$ cat src/rtl/seven_segment_scanner_pkg.sv
// Shared definitions for the seven-segment scanner: active-low segment patterns
// ({g,f,e,d,c,b,a}) and prescaler sizing.
`timescale 1ns/1ps

package seven_segment_scanner_pkg;

    localparam logic [6:0] SEG_0   = 7'h40;
    localparam logic [6:0] SEG_1   = 7'h79;
    localparam logic [6:0] SEG_2   = 7'h24;
    localparam logic [6:0] SEG_3   = 7'h30;
    localparam logic [6:0] SEG_4   = 7'h19;
    localparam logic [6:0] SEG_5   = 7'h12;
    localparam logic [6:0] SEG_6   = 7'h02;
    localparam logic [6:0] SEG_7   = 7'h78;
    localparam logic [6:0] SEG_8   = 7'h00;
    localparam logic [6:0] SEG_9   = 7'h10;
    localparam logic [6:0] SEG_A   = 7'h08;
    localparam logic [6:0] SEG_B   = 7'h03;
    localparam logic [6:0] SEG_C   = 7'h46;
    localparam logic [6:0] SEG_D   = 7'h21;
    localparam logic [6:0] SEG_E   = 7'h06;
    localparam logic [6:0] SEG_F   = 7'h0E;
    localparam logic [6:0] SEG_OFF = 7'h7F;

    // Clocks per digit slot; never below one so tiny clock ratios still scan.
    function automatic int unsigned calc_div(input int unsigned clk_hz,
                                             input int unsigned refresh_hz,
                                             input int unsigned digits);
        int unsigned div;
        div = clk_hz / (refresh_hz * digits);
        return (div < 1) ? 1 : div;
    endfunction

endpackage

$ cat src/rtl/seven_segment_scanner_hex_to_seg.sv
// Combinational hex nibble to active-low seven-segment pattern ({g,f,e,d,c,b,a}).
`timescale 1ns/1ps

module hex_to_seg
    import seven_segment_scanner_pkg::*;
(
    input  logic [3:0] nibble,
    output logic [6:0] seg
);

    always_comb begin
        seg = SEG_OFF;
        case (nibble)
            4'h0: seg = SEG_0;
            4'h1: seg = SEG_1;
            4'h2: seg = SEG_2;
            4'h3: seg = SEG_3;
            4'h4: seg = SEG_4;
            4'h5: seg = SEG_5;
            4'h6: seg = SEG_6;
            4'h7: seg = SEG_7;
            4'h8: seg = SEG_8;
            4'h9: seg = SEG_9;
            4'hA: seg = SEG_A;
            4'hB: seg = SEG_B;
            4'hC: seg = SEG_C;
            4'hD: seg = SEG_D;
            4'hE: seg = SEG_E;
            4'hF: seg = SEG_F;
            default: seg = SEG_OFF;
        endcase
    end

endmodule

$ cat src/rtl/seven_segment_scanner.sv
// Multiplexed common-anode hex display driver with frame-synchronous value commit.
// Optional leading-zero blanking: define SEG_LEAD_ZERO_BLANK_EN.
`timescale 1ns/1ps

module seven_segment_scanner
    import seven_segment_scanner_pkg::*;
#(
    parameter int unsigned CLK_HZ     = 100_000_000,
    parameter int unsigned REFRESH_HZ = 1000,
    parameter int unsigned DIGITS     = 4
) (
    input  logic                  clk,
    input  logic                  rst,
    input  logic                  load,
    input  logic [4*DIGITS-1:0]   data,
    input  logic [DIGITS-1:0]     blank_mask,
    output logic                  pending,
    output logic [DIGITS-1:0]     an,
    output logic [6:0]            seg
);

    localparam int unsigned DIV    = calc_div(CLK_HZ, REFRESH_HZ, DIGITS);
    localparam int          CNT_W  = (DIV > 1) ? $clog2(DIV) : 1;
    localparam int          IDX_W  = (DIGITS > 1) ? $clog2(DIGITS) : 1;
    localparam int          DATA_W = 4 * DIGITS;

    localparam logic [DIGITS-1:0] AN_OFF   = '1;
    localparam logic [CNT_W-1:0]  CNT_LAST = CNT_W'(DIV - 1);
    localparam logic [IDX_W-1:0]  IDX_LAST = IDX_W'(DIGITS - 1);

    logic [CNT_W-1:0]  presc;
    logic [IDX_W-1:0]  idx;
    logic [IDX_W-1:0]  idx_next;
    logic              tick;
    logic              commit;
    logic [DATA_W-1:0] shadow_data;
    logic [DATA_W-1:0] active_data;
    logic [DATA_W-1:0] show_data;
    logic [DIGITS-1:0] shadow_mask;
    logic [DIGITS-1:0] active_mask;
    logic [DIGITS-1:0] commit_mask;
    logic [DIGITS-1:0] show_mask;
    logic [3:0]        show_nibble;
    logic [6:0]        decoded;

    assign tick     = (presc == CNT_LAST);
    assign commit   = tick && (idx == IDX_LAST) && pending;
    assign idx_next = (idx == IDX_LAST) ? '0 : idx + 1'b1;

`ifdef SEG_LEAD_ZERO_BLANK_EN
    // Darken zero digits from the top down to the first nonzero one; digit 0 always shows.
    logic leading;
    always_comb begin
        commit_mask = shadow_mask;
        leading     = 1'b1;
        for (int i = DIGITS - 1; i > 0; i--) begin
            if (leading && (shadow_data[4*i +: 4] == 4'h0)) begin
                commit_mask[i] = 1'b1;
            end else begin
                leading = 1'b0;
            end
        end
    end
`else
    assign commit_mask = shadow_mask;
`endif

    // At a frame boundary the first digit of the new frame already comes from the shadow.
    assign show_data   = commit ? shadow_data : active_data;
    assign show_mask   = commit ? commit_mask : active_mask;
    assign show_nibble = 4'(show_data >> {idx_next, 2'b00});

    hex_to_seg u_hex_to_seg (
        .nibble (show_nibble),
        .seg    (decoded)
    );

    always_ff @(posedge clk or negedge rst) begin
        if (!rst) begin
            presc <= '0;
            idx   <= '0;
        end else if (tick) begin
            presc <= '0;
            idx   <= idx_next;
        end else begin
            presc <= presc + 1'b1;
        end
    end

    // A load coinciding with a commit refills the shadow, so pending stays set.
    always_ff @(posedge clk or negedge rst) begin
        if (!rst) begin
            shadow_data <= '0;
            shadow_mask <= '0;
            active_data <= '0;
            active_mask <= '0;
            pending     <= 1'b0;
        end else begin
            if (commit) begin
                active_data <= shadow_data;
                active_mask <= commit_mask;
            end
            if (load) begin
                shadow_data <= data;
                shadow_mask <= blank_mask;
                pending     <= 1'b1;
            end else if (commit) begin
                pending     <= 1'b0;
            end
        end
    end

    always_ff @(posedge clk or negedge rst) begin
        if (!rst) begin
            an  <= AN_OFF;
            seg <= SEG_OFF;
        end else if (tick) begin
            if (show_mask[idx_next]) begin
                an  <= AN_OFF;
                seg <= SEG_OFF;
            end else begin
                an  <= ~(DIGITS'(1) << idx_next);
                seg <= decoded;
            end
        end
    end

endmodule

$ cat config.mk
export PLATFORM = sky130hd
export DESIGN_NAME = seven_segment_scanner
export DESIGN_NICKNAME = d
export VERILOG_FILES = /design/src/rtl/seven_segment_scanner_pkg.sv /design/src/rtl/seven_segment_scanner_hex_to_seg.sv /design/src/rtl/seven_segment_scanner.sv
export SDC_FILE = /design/constraint.sdc
export NUM_CORES = 1
export LEC_CHECK = 0
export CAP_MARGIN = 0
export CORE_MARGIN = 1.5
export CORE_UTILIZATION = 57
export CTS_CLUSTER_SIZE = 25
export DETAILED_ROUTE_END_ITERATION = 10
export DONT_BUFFER_PORTS = 1
export PLACE_DENSITY = 0.75
export SLEW_MARGIN = 20
export SYNTH_ARGS = -nofsm -noshare
export SYNTH_HDL_FRONTEND = slang
export SYNTH_SLANG_ARGS = --single-unit
$ cat constraint.sdc
create_clock -name clk -period 2.7 [get_ports clk]
set_clock_uncertainty 0.15 [all_clocks]
set_input_delay 0.405 -clock clk [delete_from_list [all_inputs] [get_ports clk]]
set_output_delay 0.405 -clock clk [all_outputs]
set_load 0.005 [all_outputs]
-- Yosys cells after proc, flatten, opt, wreduce, memory -nomap -nowiden
Memory sizes are Yosys's and may differ from the RTL's.
Index checks and enable logic that the tools add are counted.
- shift-type cells: 2
- bitwise gates (word level): 1
- mux-type cells: 10
- $add $sub $neg: 2
- reductions and logical operators: 3
- equal/unequal tests: 2
- magnitude comparators: 1
- operators with widths (operator ; number):
    16-bit 2-to-1 mux ; 1
    16-bit by 4-bit >> shifter with 4-bit output ; 1
    15-bit by 1-bit adder with 15-bit output, second input constant ; 1
    15-bit equality test, second input constant ; 1
    15-bit 2-to-1 mux ; 1
    4-bit 2-to-1 mux ; 2
    7-bit 2-to-1 mux ; 1
    4-bit NOT ; 1
    1-bit by 2-bit left shift with 4-bit output, first input constant ; 1
    2-bit by 3-bit less-than comparator with 1-bit output, second input constant ; 1
    1-bit 2-to-1 mux ; 3
    2-bit by 1-bit adder with 2-bit output, second input constant ; 1
    1-bit binary-select mux with 2-bit select ; 1
    2-bit equality test, second input constant ; 1
    1-bit logical AND ; 2
    2-bit 2-to-1 mux ; 1
    2-bit nonzero test ; 1
- word-level logic and storage cells: 31
- memory bits (read-only): 112
- flip-flop bits (word level): 69
- output and inout port bits: 12
- memories: 1
- memory list (name ; depth ; width ; read ports ; clocked after Yosys merged registers in ; write ports ; RTL line ; source):
    (name not given) ; 16 ; 7 ; 1 ; 0 ; 0 ; seven_segment_scanner_hex_to_seg.sv:13 ; case (nibble)

-- Depth between registers and ports, before layout
Gate-level depths: netlist of the first run.
- depth after elaboration: 7
- gate-level depth with buffers: 11
- mapped depth without buffers: 11

-- Cells and area by module
A second synthesis of the first run with hierarchy kept.
- cells, all modules: 277
- area, all modules: 3384.5 µm²
- modules (own cells, without submodules) (module ; area an instance (µm²) ; sequential area each (µm²) ; instances ; cells each):
    seven_segment_scanner ; 3114.2 ; 1740.4 ; 1 ; 242
    hex_to_seg ; 270.3 ; 0.0 ; 1 ; 35

-- Worst setup path before layout of the first run
OpenSTA, ideal clock, no wires.
- path type: register -> register
- from: register idx[0]
- to: register seg[3]
- arrival time: 2.636 ns
- data required time: 2.490 ns
- path buffers: 0
- slack: -0.147 ns
- period minus slack after synthesis: 2.847 ns
- cell stages (with the launch flop): 11
- path through: dfrtp_1 -> ha_1 -> and4_1 -> nand4_4 -> mux2_2 -> mux4_2 -> inv_1 -> ha_1 -> nand2b_1 -> o2111ai_1 -> o211a_1
- word-level cells in the longest chain between the ends: 7
- elaborated cells between the ends (all ways): 12
- classes of those cells: add/sub (1); eq/ne (1); shift (1); mux (6); reduce/logical (2); memory (1)
- ends and longest elaborated chain (what ; RTL line ; source):
    start: declaration ; seven_segment_scanner.sv:32 ; logic [IDX_W-1:0] idx;
    start signal: assignment ; seven_segment_scanner.sv:84 ; idx <= idx_next;
    2-bit equality test ; seven_segment_scanner.sv:47 ; assign commit = tick && (idx == IDX_LAST) && pending;
    1-bit logical AND (2 in a row) ; seven_segment_scanner.sv:47 ;
    16-bit 2-to-1 mux ; n/a ;
    net show_data[9] ; seven_segment_scanner.sv:38 ; logic [DATA_W-1:0] show_data;
    16-bit by 4-bit >> shifter with 4-bit output ; seven_segment_scanner.sv:71 ; assign show_nibble = 4'(show_data >> {idx_next, 2'b00});
    memory read 16 x 7 bit ; n/a ;
    7-bit 2-to-1 mux ; seven_segment_scanner.sv:118 ; if (show_mask[idx_next]) begin
    end signal: assignment ; seven_segment_scanner.sv:123 ; seg <= decoded;
    end: declaration ; seven_segment_scanner.sv:19 ; output logic [6:0] seg
The timed path passes the listed nets, and every way through them passes these cells. The select of a mux whose other input is x is not followed.
A chain may end at the register's enable or synchronous reset.

-- Worst setup path in the final report of the first run
- from: register presc[9]
- to: register seg[4]
- word-level cells in the longest chain between the ends: 7
- elaborated cells between the ends (all ways): 10
- classes of those cells: eq/ne (1); shift (1); mux (5); reduce/logical (2); memory (1)
- ends and longest elaborated chain (what ; RTL line ; source):
    start: declaration ; seven_segment_scanner.sv:31 ; logic [CNT_W-1:0] presc;
    start signal: assignment ; seven_segment_scanner.sv:86 ; presc <= presc + 1'b1;
    15-bit equality test ; seven_segment_scanner.sv:46 ; assign tick = (presc == CNT_LAST);
    1-bit logical AND (2 in a row) ; seven_segment_scanner.sv:47 ;
    16-bit 2-to-1 mux ; n/a ;
    net show_data[9] ; seven_segment_scanner.sv:38 ;
    16-bit by 4-bit >> shifter with 4-bit output ; seven_segment_scanner.sv:71 ;
    memory read 16 x 7 bit ; n/a ;
    7-bit 2-to-1 mux ; seven_segment_scanner.sv:118 ;
The timed path passes the listed nets, and every way through them passes these cells. The select of a mux whose other input is x is not followed.

==> results of run 1 <==
## critical path, cell delays in order, from the launching register on
cell,delay [ns]
dfrtp_1,0.41
nor4b_4,0.35
nand4_4,0.15
buf_6,0.15
mux2_2,0.29
mux4_2,0.56
buf_4,0.17
ha_1,0.21
mux2i_1,0.17
a221oi_1,0.11
nor2_1,0.12
## per-stage QoR
stage / area [sq um] / hold slack, ns / instances / setup TNS [ns]
2_1_floorplan: 3240 / -0.0406 / 278 / -0.285
3_3_place_gp: 3540 / -0.0388 / 374 / -1.01
3_5_place_dp: 3540 / -0.0387 / 374 / -1.48
4_1_cts: 3830 / 0.0426 / 397 / -0.791
5_1_grt: 3840 / 0.0321 / 398 / -1.80
6_report: 3840 / 0.0532 / 398 / -0.992
## power groups by stage
stage	clock network, uW	registers, uW	logic (uW)
after global placement	0	1100	32.8
final	793	1080	60.3
after CTS	806	1080	62.3
after global routing	846	1080	67.2
after floorplan	0	1090	36.3
after detailed placement	0	1100	34.3
## sequential cells by signal, summed over array words and instances, names as in the netlist
name,flops
pending,1
commit_mask,4
presc,15
seg,7
active_mask,4
idx,2
shadow_data,16
an,4
active_data,16
## cells by family after synthesis
group                    share of synthesized area
buffers and inverters                       0.0282
multiplexers                                 0.145
AO/OA/AOI/OAI                               0.0638
adder cells (fa/ha/maj)                     0.0464
flip-flops                                   0.538
AND/OR/NAND/NOR                              0.148
XOR/XNOR                                    0.0298
## layer usage
metal / up-vias / global-route usage
met5: - / 0
met4: 0 / 0.0750
met3: 6 / 0.0779
met2: 58 / 0.350
met1: 1061 / 0.304
li1: 1040 / -
## layout make-up
type                            count  area, sq um
Sequential cell                    69         1740
Fill cell                         397         1670
Multi-Input combinational cell    187         1440
Timing Repair Buffer               42          348
Clock buffer                       10          128
Tap cell                           72         90.1
Clock inverter                      6         53.8
Inverter                           12         45.0
## how the worst max path moves through the flow
stage	endpoint	from	slack, ns	depth (start not counted)
after floorplan	seg[1]	presc[0]	-0.07	9
after global placement	seg[0]	presc[3]	-0.18	9
after detailed placement	seg[6]	presc[3]	-0.26	9
after CTS	seg[6]	presc[12]	-0.16	11
after global routing	seg[6]	presc[9]	-0.29	11
final	seg[4]	presc[9]	-0.20	10
## placed cells by master, fill, tap and decap left out, types with 2 or more instances in the layout
cell / Yosys / routed
ha_2: 0 / 4
nand2_1: 45 / 45
buf_4: 0 / 37
nor2b_1: 3 / 3
dfstp_2: 11 / 11
and4_4: 0 / 2
mux2i_1: 5 / 5
mux2_4: 4 / 4
dlygate4sd3_1: 0 / 2
o21a_1: 2 / 2
inv_1: 12 / 10
a21oi_1: 6 / 6
and3_1: 2 / 2
ha_1: 12 / 8
xor2_1: 7 / 7
mux2_2: 24 / 24
inv_2: 0 / 2
dfrtp_1: 58 / 58
nor2_1: 25 / 25
clkinv_2: 0 / 4
o21ai_0: 8 / 8
nand3_1: 5 / 5
nand4_1: 3 / 3
clkbuf_8: 0 / 9
or3_1: 2 / 2
mux4_2: 4 / 4
buf_6: 1 / 2
xnor2_1: 4 / 4
## what timing repair did
| action | in CTS | in global routing |
|---|---|---|
| endpoints found under the setup margin | 7 | 7 |
| pin swaps | 3 | 1 |
| endpoints found under the hold margin | 70 | 0 |
| setup buffers | 4 | 1 |
| gates resized for setup | 7 | 0 |
| hold buffers | 3 | 0 |
==> flow_results.org, run 1 <==
** Outcome
- The checks that failed: negative setup slack.
- The run finished, with violations left.

** Hold path
- Hold Path Cell Cnt :: 1
- End of the worst hold path :: shadow_data[9]
- Hold Crit Class :: primary input to flip-flop
- Worst Hold Launch :: data[9]

** Global route
- After global routing the overflow that remains totals 0.
- Total global-route track usage :: 0.227
- Initial antenna violation count :: 0
- Pin count of the biggest net entering global routing :: 70
- Via count of the first global-routing pass :: 2089
- The first global-routing pass estimated 10200 um of wire.

** Timing
- Setup slack on the critical path of the routed design comes to -0.200 ns.
- Of the available clock period, the critical path in the final layout requires 1.07.
- Final critical path time including I/O delays and setup :: 2.90 ns
- Setup repair after global routing could not meet its margin everywhere.
- Setup violations remaining at the end of the flow were counted as 7.
- For the pin with the worst max-slew slack, the measured transition is 0.553 ns.
- Highest attainable clock frequency :: 345 MHz
- Final Max Tran Viols :: 0
- Hold Violations, Final :: 0
- Headroom to the max-slew limit came out at 0.631.

** Yosys
- Sequential element share of the synthesized area :: 0.538
- Of the post-synthesis cell area, the dominant cell type holds 0.449.
- After synthesis, the most frequently instantiated cells are 58 x dfrtp_1, 45 x nand2_1, 25 x nor2_1.
- The synthesized design contains 0 enable-type register cells.
- Among all flip-flop cells after synthesis, the most frequent one is dfrtp_1.
- dfrtp_1 is the most common cell in the netlist.
- Area of the mapped netlist :: 3230 sq um
- Total of warnings raised by yosys :: 0
- Summed over all instances, the cell type with the most area after synthesis is dfrtp_1.
- In this run, synthesis produced a sequential element count of 69.
- In this run, distinct cell masters in the synthesized netlist total 45.
- Of all flip-flops after synthesis, the portion carrying an async set or reset was 1.00.
- The number of nets handed over by synthesis was 313.
- Cell types with the largest area share after synthesis :: dfrtp_1 45%, dfstp_2 8.9%, mux2_2 8.4%, nand2_1 5.2%, ha_1 4.6%
- In the synthesized netlist, the number of instances is 278.
- Post-Synthesis Mean Instance Area :: 11.6 sq um

** Floorplan
- Width of the die :: 78.3 um
- Initial core utilization :: 0.587
- The die covers 6130 sq um.
- Placeable core region :: 5510 sq um
- Number of placement rows :: 27
- 35 I/O pins were placed.
- The floorplan step set the die height to 78.3 um.

** Clock network
- TritonCTS built the clock tree.
- The later pin in the worst-skew pair is clocked with a latency of 0.35 ns.
- Clock buffers created by TritonCTS :: 9
- Clock input transition at the sequential cells of the worst setup and hold paths :: 0.08 ns
- The clock passes through at most 2 buffers.
- Clk Tree Root Cell :: clkbuf_8
- The tree built by TritonCTS fans out to 69 sinks.
- Number of levels in the clock H-tree :: 3

** Finish
- Inserted Diodes :: 0
- Count of nets after finishing :: 356
- For this run, the share of the core covered by cells in the final layout is 0.697.
- In the final layout, the share of cells above drive strength 1 is 0.347.
- From synthesis to final layout, the design area changed by 18.7%.

** Placement
- DPL Wire Length :: 4260 um
- Global placer's final weighted congestion :: 0.923
- At the placement stage, the worst setup path has a slack of -0.263 ns.
- Total of buffers placed on input and output ports :: 0

** Flow run
- Across the run, the number of max-cap violations was 0.

** Routing
- The first detailed-routing pass ran for 4 iterations.
- The final layout contains routed wiring with a total length of 6210 um.
- Number of remaining DRC errors :: 0
- Dividing the detail-routed wire length by the instance count gives 15.6 um.
- Met1 Routed Length :: 2910 um
- The detail route stage leaves a number of antenna-violating nets equal to 0.
- Wire segments on met2 add up to 2910 um in the final route.
- For this block, the via count after detailed routing is 2165.
- After detailed routing, the number of vias per cell comes to 5.44.
- Wire segments on met3 add up to 308 um in the final route.
- Signal routing reaches up to met4.
- 1st-iter DRT viols :: 151

** Setup path
- In this run the worst path has a maximum fanout of 6.
- The worst setup path is launched from a flip-flop.
- STA classifies the critical path endpoint as a flip-flop.
- The critical path is of the flip-flop to flip-flop type.
- At the worst endpoint, the required time is 2.83 ns.
- In this run the critical register-to-register path is launched from presc[9].
- Signal arrival time at the worst endpoint :: 3.03 ns
- Worst R2R End :: seg[4]
- Across all register-to-register paths, the minimum setup slack is -0.20 ns.
- For the worst flop-to-flop path, the logic depth is 10.

** Pwr
- Overall Power :: 1930 uW
- Internal :: 1510 uW
- Proportion of power drawn by the clock network :: 0.410
- Part of the total power dissipated in sequential elements :: 0.559
- Fraction of power spent switching nets :: 0.217
- Peak supply drop :: 0.355 mV
- For this design the total switching power over the nets is 420 uW.
- Static leakage :: 0.00183 uW
- Proportion of power drawn by combinational gates :: 0.031
- Power spread over the standard cell area amounts to 504 nW/um^2.
Power figures use the tool's default switching activity.
==> run 2, diff against run 1 <==
--- a/config.mk
+++ b/config.mk
@@ -6,12 +6,14 @@
 export NUM_CORES = 1
 export LEC_CHECK = 0
 export CAP_MARGIN = 0
+export CELL_PAD_IN_SITES_DETAIL_PLACEMENT = 2
+export CELL_PAD_IN_SITES_GLOBAL_PLACEMENT = 2
 export CORE_MARGIN = 1.5
-export CORE_UTILIZATION = 57
+export CORE_UTILIZATION = 38
 export CTS_CLUSTER_SIZE = 25
 export DETAILED_ROUTE_END_ITERATION = 10
 export DONT_BUFFER_PORTS = 1
-export PLACE_DENSITY = 0.75
+export PLACE_DENSITY_LB_ADDON = 0.1
 export SLEW_MARGIN = 20
 export SYNTH_ARGS = -nofsm -noshare
 export SYNTH_HDL_FRONTEND = slang
==> run 2 against run 1 <==
- the run still ends with negative setup slack left
- critical path depth rose by 1
- utilization fell by 20 points
- clock-buffer cell count fell by 1
- die area rose by 48%
- flip-flop and latch count did not move
- routed wire length rose by 32%
- via count rose by 4.9%
- global-route usage fell by 2.2 points
- clock power rose by 5.0%
- critical endpoint is now seg[3]
- largest power group unchanged
==> flow_results.org, run 2 (synthesized netlist as in run 1, its figures left out) <==
** Setup path
- The largest stage delay on the critical path is 0.52 ns (-0.04 ns).
- The worst path arrival time was 3.11 ns (+0.08 ns).
- The maximum fanout count along the critical path was 7 (+1).
- The depth of the worst register-to-register path is 11 (+1).
- Worst setup path category :: flip-flop to flip-flop
- STA classifies the critical path startpoint as a flip-flop.
- The signal on the critical path passes through nor4_4 > nand4_4 > buf_12 > buf_6 > mux2i_2 > mux4_2 > buf_6 > ha_4 > nand2b_4 > o2111ai_2 > o211a_1.
- The slowest stage of the critical path is the mux4_2 cell.
- The worst setup path is captured at a flip-flop.
- Most numerous cell on the critical path :: buf_6
- The data required time of the worst path was 2.83 ns (about the same).
- Setup slack, reg-to-reg :: -0.27 ns (-0.07 ns)

** Floorplan
- Number of placement rows :: 33 (+22%)
- The die span in x was 95.3 um (+22%).
- The die area came to 9070 sq um (+48%).
- Initial core utilization :: 0.394 (-0.194)
- The height of the die is 95.3 um (+22%).
- The total I/O pin count came to 35 (unchanged).
- Placeable core region :: 8220 sq um (+49%)

** Timing
- Aggregate negative setup slack :: -1.74 ns (-0.753 ns)
- The maximum achievable frequency came to 336 MHz (-2.4%).
- Post-route worst setup slack :: -0.272 ns (-0.0720 ns)
- The clock period minus final worst setup slack was 2.97 ns (+0.0720 ns).
- The slew of the pin with the lowest slew margin came to 0.418 ns (-0.135 ns).
- Setup repair after global routing could not meet its margin everywhere.
- The ratio of final minimum period to clock period was 1.10 (+0.0267).
- The number of hold violations in the final report was 0 (unchanged).
- Final setup violation count :: 7 (unchanged)
- The worst hold slack came to 0.0531 ns (-0.0000689 ns).
- The number of pins exceeding their max-slew limit in the final report came to 0 (unchanged).
- The worst-case headroom to the max-slew limit was 0.720 (+0.0888).

** Global route
- The number of global-route vias before repair is 2558 (+22%).
- Initial antenna violation count :: 0 (unchanged)
- Final global-route overflow total :: 0 (unchanged)
- The global-route usage over all layers was 0.205 (-0.0220).
- Wire length of the first global-routing pass :: 13600 um (+33%)
- Pin count of the biggest net entering global routing :: 70 (unchanged)

** Pwr
- Static leakage :: 0.00188 uW (+2.9%)
- Peak supply drop :: 0.312 mV (-12%)
- Total power density per cell area :: 485 nW/um^2 (-3.8%)

** Hold path
- The worst hold path cell count is 1 (unchanged).
- Hold Crit Class :: primary input to flip-flop

** Placement
- Total of buffers placed on input and output ports :: 0 (unchanged)
- The routability-driven placement congestion ratio is 0.774 (-16%).
- DPL Wire Length :: 5490 um (+29%)
- Worst setup timing slack at the placement stage :: -0.413 ns (-0.149 ns)

** Routing
- The residual DRC count came to 0 (unchanged).
- The routed wire length per instance was 18.7 um (+20%).
- The number of optimization iterations in the first detailed-route pass was 4 (unchanged).
- The number of nets still failing antenna checks after routing is 0 (unchanged).
- Vias/cell :: 5.17 (-4.9%)
- Vias :: 2271 (+4.9%)
- The overall routed net length was 8210 um (+32%).
- The iteration-0 DRC count of the detailed router was 99 (-34%).

** Finish
- The final antenna diode count was 0 (unchanged).
- Final core occ :: 0.496 (-0.201)
- From synthesis to final layout, the design area changed by 26.1%.
- Commonest non-fill, non-tap cell in the layout :: dfrtp_1
- Leading cell types in the layout, fill and taps excluded :: 57 x dfrtp_1, 45 x nand2_1, 42 x buf_4
- Count of nets after finishing :: 364 (+2.2%)
- The largest registers in the layout are active_data x16, shadow_data x16, presc x15.
- The share of cells above drive strength 1 came to 0.413 (+0.0665).

** Clock network
- The count of clock tree sinks came to 69 (unchanged).
- TritonCTS built the clock tree.
- The clock-pin transition on the worst setup and hold timing paths came to 0.08 ns (about the same).
- Later-pin clock latency in the skew report :: 0.35 ns (about the same)
- The number of CTS-inserted buffers was 9 (unchanged).
- The cell sitting at the root of the clock tree is a clkbuf_8.
- Number of levels in the clock H-tree :: 3 (unchanged)
- Number of buffers on the longest clock path :: 2 (unchanged)

** Flow run
- The count of max-cap constraint violations came to 0 (unchanged).

** Outcome
- Result of the run :: complete, but fails checks
- The final reports fail on negative setup slack.
## run 2: cell count changes in the layout (fill, tap and decap cells not counted), sizes merged
cell	before	now
clkinv	5	3
clkbuf	10	9
clkinvlp	0	3
buf	40	48
## run 2: layout make-up
class,instances,area [sq um]
fillers,816,4140
clock buffers,9,124
flip-flops and latches,69,1740
clock inverters,7,66.3
inverters,12,50.0
multi-input cells,187,1540
repair buffers,50,428
well taps,105,131
## run 2: path summary, 6_finish.rpt
kind,from,to
max,presc[3],seg[3]
min,data[9],shadow_data[9]
max reg2reg,presc[3],seg[3]
min reg2reg,active_mask[2],active_mask[2]
max in group asynchronous,rst,seg[6]
min in group asynchronous,rst,presc[14]
## run 2: layer usage
metal  up-vias  global-route usage  wire length, um  part of all wire
li1       1058                   -                -                 -
met1      1173               0.262             3760              0.46
met2        33               0.344             4160              0.51
met3         7              0.0470              209             0.025
met4         0              0.0634               89             0.011
met5         -                   0                0                 0
## run 2: timing repair
| item | CTS | global route |
|---|---|---|
| pin swaps | 7 | 6 |
| gates resized for setup | 26 | 6 |
| buffers inserted | 5 | 5 |
| hold buffers | 3 | 0 |
| setup endpoints to repair | 7 | 7 |
| hold endpoints to repair | 70 | 0 |
## run 2: power by group
| part | internal, uW | leakage [uW] | switching (uW) |
|---|---|---|---|
| Clock | 420 | 0.0000887 | 414 |
| Combinational | 33.6 | 0.000933 | 27.3 |
| Sequential | 1060 | 0.000857 | 18.4 |
## run 2: metrics by stage
| step | total power, uW | cells | area [sq um] |
|---|---|---|---|
| global route | 2070 | 439 | 4080 |
| CTS | 2010 | 434 | 4020 |
| detailed placement | 1140 | 410 | 3610 |
| floorplan | 1130 | 278 | 3240 |
| finish | 1980 | 439 | 4080 |
| global placement | 1130 | 410 | 3610 |
## run 2: critical path, delay by kind of cell (launching register included)
family,cells,cell delay [ns]
multiplexers,2,0.68
AND/OR/NAND/NOR,3,0.64
buffers and inverters,3,0.47
flip-flops,1,0.42
adder cells (fa/ha/maj),1,0.28
AO/OA/AOI/OAI,2,0.24
==> run 3, diff against run 2 <==
--- a/config.mk
+++ b/config.mk
@@ -9,7 +9,8 @@
 export CELL_PAD_IN_SITES_DETAIL_PLACEMENT = 2
 export CELL_PAD_IN_SITES_GLOBAL_PLACEMENT = 2
 export CORE_MARGIN = 1.5
-export CORE_UTILIZATION = 38
+export CORE_UTILIZATION = 40
+export CTS_BUF_LIST = sky130_fd_sc_hd__clkbuf_8
 export CTS_CLUSTER_SIZE = 25
 export DETAILED_ROUTE_END_ITERATION = 10
 export DONT_BUFFER_PORTS = 1
==> run 3 against run 2 <==
- the flow still finishes with violations (negative setup slack)
- sequential power about the same
- first-iteration DRC count is 17% lower
- global-route usage grew 1.7 points
- critical path type unchanged
- largest cell class unchanged
- highest routed layer unchanged
==> flow_results.org, run 3 (synthesized netlist as in run 1, its figures left out) <==
** Setup path
- Critical path's largest stage delay :: 0.52 ns (about the same)
- Walking the worst path, the cells encountered are nor4_4 > nand4_4 > mux2_2 > mux4_2 > buf_4 > ha_1 > inv_1 > or2_1 > nand4_1 > o211a_1.
- The worst path arrival time was 3.07 ns (-0.04 ns).
- Worst Setup End Kind :: flip-flop
- Kind of cell adding the most delay to the critical path :: multiplexers
- Max FO, Critical Path :: 5 (-2)
- Type of origin of the critical path :: flip-flop
- The number of buffers and inverters on the critical path is 2 (-1).
- Critical path's slowest cell :: mux4_2
- The data required time of the worst path was 2.82 ns (about the same).
- Worst setup path category :: flip-flop to flip-flop

** Pwr
- The leakage power was 0.00183 uW (-2.4%).
- The total power density per cell area came to 499 nW/um^2 (+2.9%).
- Peak supply drop :: 0.312 mV (-0.18%)

** Global route
- Wire length of the first global-routing pass :: 14400 um (+5.7%)
- Via count of the first global-routing pass :: 2622 (+2.5%)
- The maximum number of pins on one net before global-route repair is 70 (unchanged).
- The number of antenna violations at the first check in global routing is 0 (unchanged).
- Total global-route track usage :: 0.222 (+0.0166)
- Final global-route overflow total :: 0 (unchanged)

** Clock network
- The number of H-tree branching levels is 3 (unchanged).
- The tree is rooted in a clkbuf_8.
- Later-pin clock latency in the skew report :: 0.35 ns (about the same)
- Num Clock Sinks :: 69 (unchanged)
- The number of CTS-inserted buffers came to 9 (unchanged).
- Clock input transition at the sequential cells of the worst setup and hold paths :: 0.09 ns (about the same)
- TritonCTS built the clock tree.
- The number of buffers on the longest clock path came to 2 (unchanged).

** Finish
- Count of nets after finishing :: 357 (-1.9%)
- The top cell types in the final layout, fill and taps aside, are 57 x dfrtp_1, 45 x nand2_1, 38 x buf_4.
- The combined area of the multi-input logic cells was 1510 sq um (-2.0%).
- The share of cells above drive strength 1 came to 0.385 (-0.0279).
- Leading registers by flop count :: active_data x16, shadow_data x16, presc x15
- Relative to the synthesized area, the layout overhead comes to 22.7%.
- The final core area utilization is 0.511 (+0.0145).
- The final antenna diode count was 0 (unchanged).
- Commonest non-fill, non-tap cell in the layout :: dfrtp_1
- The number of filler instances in the final layout was 788 (-3.4%).
- Register area :: 1740 sq um (unchanged)

** Timing
- Setup repair after global routing missed its margin :: yes
- Aggregate negative setup slack :: -1.59 ns (+0.158 ns)
- Final Max Tran Viols :: 0 (unchanged)
- Fin Hold WS :: 0.0195 ns (-0.0336 ns)
- The maximum achievable frequency came to 339 MHz (+0.84%).
- The worst path setup slack after routing is -0.248 ns (+0.0248 ns).
- Hold Violations, Final :: 0 (unchanged)
- Final setup violation count :: 7 (unchanged)
- Worst slew margin relative to its limit :: 0.575 (-0.146)
- The slew of the pin with the lowest slew margin was 0.638 ns (+0.220 ns).
- Final critical-path share of the clock period :: 1.09 (-0.00917)
- Final critical path time including I/O delays and setup :: 2.95 ns (-0.0248 ns)

** Placement
- DPL Wire Length :: 5720 um (+4.2%)
- The routability-driven placement congestion ratio came to 0.846 (+9.3%).
- Total of buffers placed on input and output ports :: 0 (unchanged)

** Routing
- The routed wire length per instance was 19.9 um (+6.1%).
- Vias :: 2274 (+0.13%)
- 1st-iter DRT viols :: 82 (-17%)
- Antenna-violating nets left :: 0 (unchanged)
- The overall routed net length is 8520 um (+3.7%).
- Number of remaining DRC errors :: 0 (unchanged)
- The via-per-instance ratio is 5.30 (+2.5%).
- DR pass1 iterations :: 4 (unchanged)

** Floorplan
- The floorplan core area was 7770 sq um (-5.5%).
- The height of the die is 92.9 um (-2.5%).
- Width of the die :: 92.9 um (-2.5%)
- Initial core utilization :: 0.416 (+0.0228)
- The die area is 8630 sq um (-4.8%).
- The total I/O pin count came to 35 (unchanged).
- The number of rows created at floorplan is 32 (-3.0%).

** Hold path
- Hold Crit Class :: primary input to flip-flop

** Outcome
- The final reports fail on negative setup slack.
- Result of the run :: complete, but fails checks

** Flow run
- The count of max-cap constraint violations was 0 (unchanged).
-- run 3: changes by cell type in the layout (fill, tap and decap cells not counted), sizes merged --
cell	change
inv	+1
buf	-6
dlygate4sd3	-1
clkinvlp	-1
-- run 3: worst paths after layout --
check / from / end / slack [ns] / cells after the start
max reg2reg: presc[3] / seg[3] / -0.25 / 10
max in group asynchronous: rst / seg[3] / 1.61 / 2
min in group asynchronous: rst / presc[10] / 0.46 / 2
max: presc[3] / seg[3] / -0.25 / 10
min: load / pending / 0.02 / 1
min reg2reg: shadow_data[14] / active_data[14] / 0.33 / 2
-- run 3: what timing repair did --
item | 4_1_cts | 5_1_grt
pin swaps | 4 | 3
hold buffers | 2 | 0
hold endpoints to repair | 69 | 0
setup endpoints to repair | 7 | 7
buffers inserted | 7 | 1
gates resized for setup | 17 | 5
-- run 3: metal layers --
| layer | track usage | vias to the layer above | wire length (um) |
|---|---|---|---|
| met5 | 0 | - | 0 |
| met4 | 0.0808 | 0 | 174 |
| met3 | 0.0435 | 17 | 299 |
| met2 | 0.364 | 42 | 4200 |
| met1 | 0.290 | 1176 | 3840 |
| li1 | - | 1039 | - |
-- run 3: area by class of cell --
type                       count  area share
sequential                    69       0.439
clock inverter                 7      0.0170
inverter                      12      0.0114
tap                          102      0.0322
clock buffer                   9      0.0312
multi-input combinational    187       0.379
timing repair buffer          43      0.0899
-- run 3: worst register-to-register path, delay by kind of cell (launching register included) --
kind / cells / cell delay, ns
AO/OA/AOI/OAI: 1 / 0.14
adder cells (fa/ha/maj): 1 / 0.21
AND/OR/NAND/NOR: 4 / 0.84
multiplexers: 2 / 0.85
flip-flops: 1 / 0.42
buffers and inverters: 2 / 0.24
-- run 3: report_power, final --
part	internal [uW]	leakage, uW	switching [uW]
Combinational	32.5	0.000881	26.8
Clock	422	0.0000964	415
Sequential	1060	0.000857	19.1
Total	1520	0.00183	461
-- run 3: per-stage QoR --
step	cell area, sq um	std cells	power [uW]	worst slack, ns
global route	3970	429	2060	-0.369
finish	3970	429	1980	-0.248
floorplan	3240	278	1130	-0.0697
CTS	3940	428	2000	-0.249
detailed placement	3570	403	1140	-0.324
global placement	3570	403	1140	-0.234
==> variant 1 (flow settings as in run 3) <==
The option `SEG_LEAD_ZERO_BLANK_EN` is turned on by a define.
--- a/src/rtl/seven_segment_scanner.sv
+++ b/src/rtl/seven_segment_scanner.sv
@@ -3,2 +3,4 @@
 `timescale 1ns/1ps
+
+`define SEG_LEAD_ZERO_BLANK_EN
 
Check against the original RTL: no difference found for any inputs over 10 cycles, from zero or initial values and one cycle with rst low; that may be too few to reach the edited logic, so the function may still have changed.
==> variant 1 against run 3 <==
  * The run still ends with setup timing left
  * Cell area increased by 5.9%
  * Synthesized area increased by 3.4%
  * Maximum frequency decreased by 16%
  * Setup slack got worse by 560 ps
  * Sequential cell count unchanged
  * Combinational power increased by 17%
  * Synthesized cell count increased by 4.0%
  * Wire length increased by 1.8%
  * Power decreased by 4.6%
  * Critical endpoint unchanged
  * Highest routed layer unchanged
==> variant 1: results (changes against run 3) <==
status: "finished, violations left"
violations: "setup timing"
final-clk-cell-share: 0.0396  # -0.00863
hold_end: "shadow_data[2]"
synth_commonest_cells: "dfrtp_1, nor2_1, mux2_2"
holdPathStages: 2  # +1
comb_cell_power_uw: 69.5  # +17%
multi_input_gates: 193  # +3.2%
hpwl_mm: 6.14  # +7.3%
dp.cells: 428  # +6.2%
worst_slack_ps: -806  # -559 ps
ys_seq_area_frac: 0.520  # -0.0177
nNonClkInverters: 15  # +3
place.gp.congestion: 0.830  # -1.8%
pre_cts_ws_ps: -816  # -493 ps
ir_drop_uv: 315  # +1.1%
layout.nonclk_buf_frac: 0.121  # +0.0308
hold-worst-slack_ps: 34.9  # +15.4 ps
synth_nets: 324  # +3.5%
crit_start: "idx[0]"
power_frac_seq: 0.577  # +0.030
fillers: 848  # +7.6%
grt_pass1_wl_mm: 14.4  # +0.29%
nNetsFinal: 381  # +6.7%
worst_pin_slew_ps: 580  # -58.4 ps
nNonClkBuffers: 58  # +35%
critPathTopFamily: "multiplexers"
grt_usage: 0.216  # -0.00603
first_global_vias: 2787  # +6.3%
first_iter_violations: 70  # -15%
seqCellArea_um2: 1740  # about the same
total_leakage_power_uw: 0.00192  # +4.5%
p_sw_uw: 462  # +0.21%
placed_area_um2: 3790  # +6.1%
setup_tns_ps: -6200  # -4620 ps
multi_input_area_share: 0.379  # -0.000464
taps: 105  # +2.9%
finalSetupViolCount: 11  # +4
swShare: 0.245  # +0.0118
slowest_stage: "or4_4"
arrival_ps: 3630  # +560 ps
num_vias: 2404  # +5.7%
synth_area_per_cell_um2: 11.6  # -0.53%
synth_area_leaders: "dfrtp_1, mux2_2, dfstp_2"
## variant 1: cell types whose count changed after synthesis, sizes merged, moves of 4 or more
cell and delta:
nand2 -31, nor2 +8, mux2 +7, a21oi +6, a22oi +4
## variant 1: cells by family (layout without fill, tap and decap cells)
group,after synthesis,in the layout,share of synthesized area
simple gates,84,84,0.125
flops,69,69,0.520
mux,46,46,0.163
compound gates,38,38,0.0774
buf+inv,27,89,0.0348
xor+xnor,13,13,0.0340
fa+ha+maj,12,12,0.0449
## variant 1: metal layers
layer / up-vias / global-route usage / part of all wire
met2: 30 / 0.397 / 0.53
met5: - / 0 / 0
li1: 1129 / - / -
met4: 0 / 0.0373 / 0.0063
met3: 5 / 0.0451 / 0.025
met1: 1240 / 0.262 / 0.44
## variant 1: timing repair
item / CTS / global route
hold buffers: 3 / 0
pin swaps: 3 / 8
endpoints found under the setup margin: 11 / 12
gates resized for setup: 19 / 12
buffers inserted: 9 / 3
cloned: 1 / 0
endpoints found under the hold margin: 72 / 0
==> variant 2 (config.mk and constraints of run 3) <==
Made on the original files. Register the inputs `load`, `data` and `blank_mask` before use, without a reset. The logic sees them one clock later.
--- a/src/rtl/seven_segment_scanner.sv
+++ b/src/rtl/seven_segment_scanner.sv
@@ -29,2 +29,12 @@
     localparam logic [IDX_W-1:0]  IDX_LAST = IDX_W'(DIGITS - 1);
+
+    logic load_q;
+    logic [4*DIGITS-1:0] data_q;
+    logic [DIGITS-1:0] blank_mask_q;
+
+    always_ff @(posedge clk) begin
+        load_q       <= load;
+        data_q       <= data;
+        blank_mask_q <= blank_mask;
+    end
 
@@ -102,5 +112,5 @@
             end
-            if (load) begin
-                shadow_data <= data;
-                shadow_mask <= blank_mask;
+            if (load_q) begin
+                shadow_data <= data_q;
+                shadow_mask <= blank_mask_q;
                 pending     <= 1'b1;
Check against the original RTL: not equivalent (a bounded check fails within 4 cycles, from zero or initial values and one cycle with rst low).
==> variant 2 against run 3 <==
  * The flow still finishes with violations (setup timing)
  * Power rose by 24%
  * Wire length rose by 6.5%
  * Utilization rose by 1.2 points
  * Cell area rose by 17%
  * Clock power rose by 13%
  * Combinational power rose by 44%
  * Setup slack improved by 150 ps
  * Synthesized area rose by 15%
  * Sequential cell count rose by 21
==> variant 2: results (changes against run 3) <==
status: "finished, violations left"
violations: "setup timing"
path_clk_slew_ps: 90  # about the same
dp.cells: 458  # +14%
first_iter_violations: 91  # +11%
num_vias: 2578  # +13%
numPortBuffers: 0  # unchanged
async_flop_share: 0.767  # -0.233
worstHoldStart: "data_q[4]"
hold_end: "shadow_data[4]"
reg2reg_to: "seg[3]"
worst_slack_ps: -102  # +146 ps
ir_drop_uv: 398  # +28%
critPathTopFamily: "multiplexers"
synth_commonest_cells: "nand2_1, dfrtp_1, nor2_1"
grt_usage: 0.205  # -0.0165
worstRegToRegCells: 9  # -1
postSynthCellCount: 327  # +18%
total_leakage_power_uw: 0.00215  # +17%
cts_made_buffers: 9  # unchanged
synth_area_leaders: "dfrtp_1, dfxtp_1, dfstp_2"
pre_cts_ws_ps: -159  # +165 ps
regToRegStartpoint: "presc[11]"
post_route_cells_drive_above_1_share: 0.304  # -0.0815
hp-class: "register to register"
first_global_vias: 3006  # +15%
ys_seq_area_frac: 0.583  # +0.0453
synthAdderAreaFrac: 0.0405  # -0.00588
fillers: 917  # +16%
synth_nets: 362  # +16%
slowest_delay_ps: 590  # +70 ps
reg_top3: "active_data (16), data_q (16), shadow_data (16)"
wl_per_cell_um: 18.0  # -9.2%
dr.pass1.iters: 4  # unchanged
nNetsFinal: 425  # +19%
critPathMaxFanout: 6  # +1
grt_pass1_wl_mm: 15.3  # +6.6%
synth.distinct_cells: 46  # +2.2%
hpwl_mm: 5.96  # +4.1%
synth_xor_area_frac: 0.0284  # -0.00141
finalSetupViolCount: 6  # -1
arrival_ps: 2930  # -140 ps
synth.mux.area_fraction: 0.108  # -0.0370
synth_compound_area_frac: 0.0625  # -0.00133
drt-vias-per-instance: 5.13  # -3.3%
worst_pin_slew_ps: 947  # +309 ps
place.gp.congestion: 0.861  # +1.8%
variant 2: how the worst max path moves through the flow:
stage / to / depth (start not counted) / slack (ps) / from
2_1_floorplan: seg[3] / 11 / -30 / idx[0]
3_3_place_gp: seg[5] / 9 / -50 / presc[11]
3_5_place_dp: seg[3] / 9 / -160 / presc[11]
4_1_cts: seg[3] / 9 / -110 / presc[12]
5_1_grt: seg[0] / 9 / -230 / presc[11]
6_report: seg[3] / 9 / -100 / presc[11]
variant 2: layout make-up:
class / instances / area (um2) / area share
tap: 108 / 135 / 0.0292
multi-input combinational: 214 / 1520 / 0.329
timing repair buffer: 66 / 571 / 0.123
inverter: 9 / 36.3 / 0.00784
clock buffer: 9 / 124 / 0.0268
clock inverter: 7 / 80.1 / 0.0173
sequential: 90 / 2160 / 0.467
variant 2: where the power goes:
part           switching, uW  internal [uW]
registers               32.4           1390
clock network            507            438
logic                   32.2           53.3
total                    572           1880
variant 2: per-stage QoR:
step	setup TNS (ps)	hold WS, ps	util	power [uW]	cell area, um2
2_1_floorplan	-25.1	-40.6	-	1470	3740
5_1_grt	-1480	328	0.523	2540	4630
3_3_place_gp	-194	-38.8	0.462	1480	4090
6_report	-383	317	0.523	2450	4630
3_5_place_dp	-691	-38.6	0.462	1490	4090
4_1_cts	-405	316	0.518	2490	4580
variant 2: layer usage:
| metal | routed length (um) | part of all wire | track usage | vias up |
|---|---|---|---|---|
| met2 | 4720 | 0.52 | 0.353 | 41 |
| met3 | 242 | 0.027 | 0.0330 | 9 |
| met1 | 4010 | 0.44 | 0.267 | 1307 |
| met5 | 0 | 0 | 0 | - |
| met4 | 100 | 0.011 | 0.0639 | 0 |
| li1 | - | - | - | 1221 |
variant 2: kinds of logic (layout without fill, tap and decap cells):
group / after synthesis / in the layout
DFF: 90 / 90
and+or+nand+nor: 121 / 121
muxes: 34 / 34
buffers and inverters: 23 / 91
adders and majority gates: 12 / 12
xor gates and xnor gates: 12 / 12
AOI/OAI and AO/OA: 35 / 35
variant 2: timing repair:
item / CTS / global route
gates resized for setup: 4 / 9
pin swaps: 4 / 9
setup endpoints to repair: 7 / 7
hold buffers: 23 / 0
buffers inserted: 4 / 2
endpoints found under the hold margin: 90 / 0
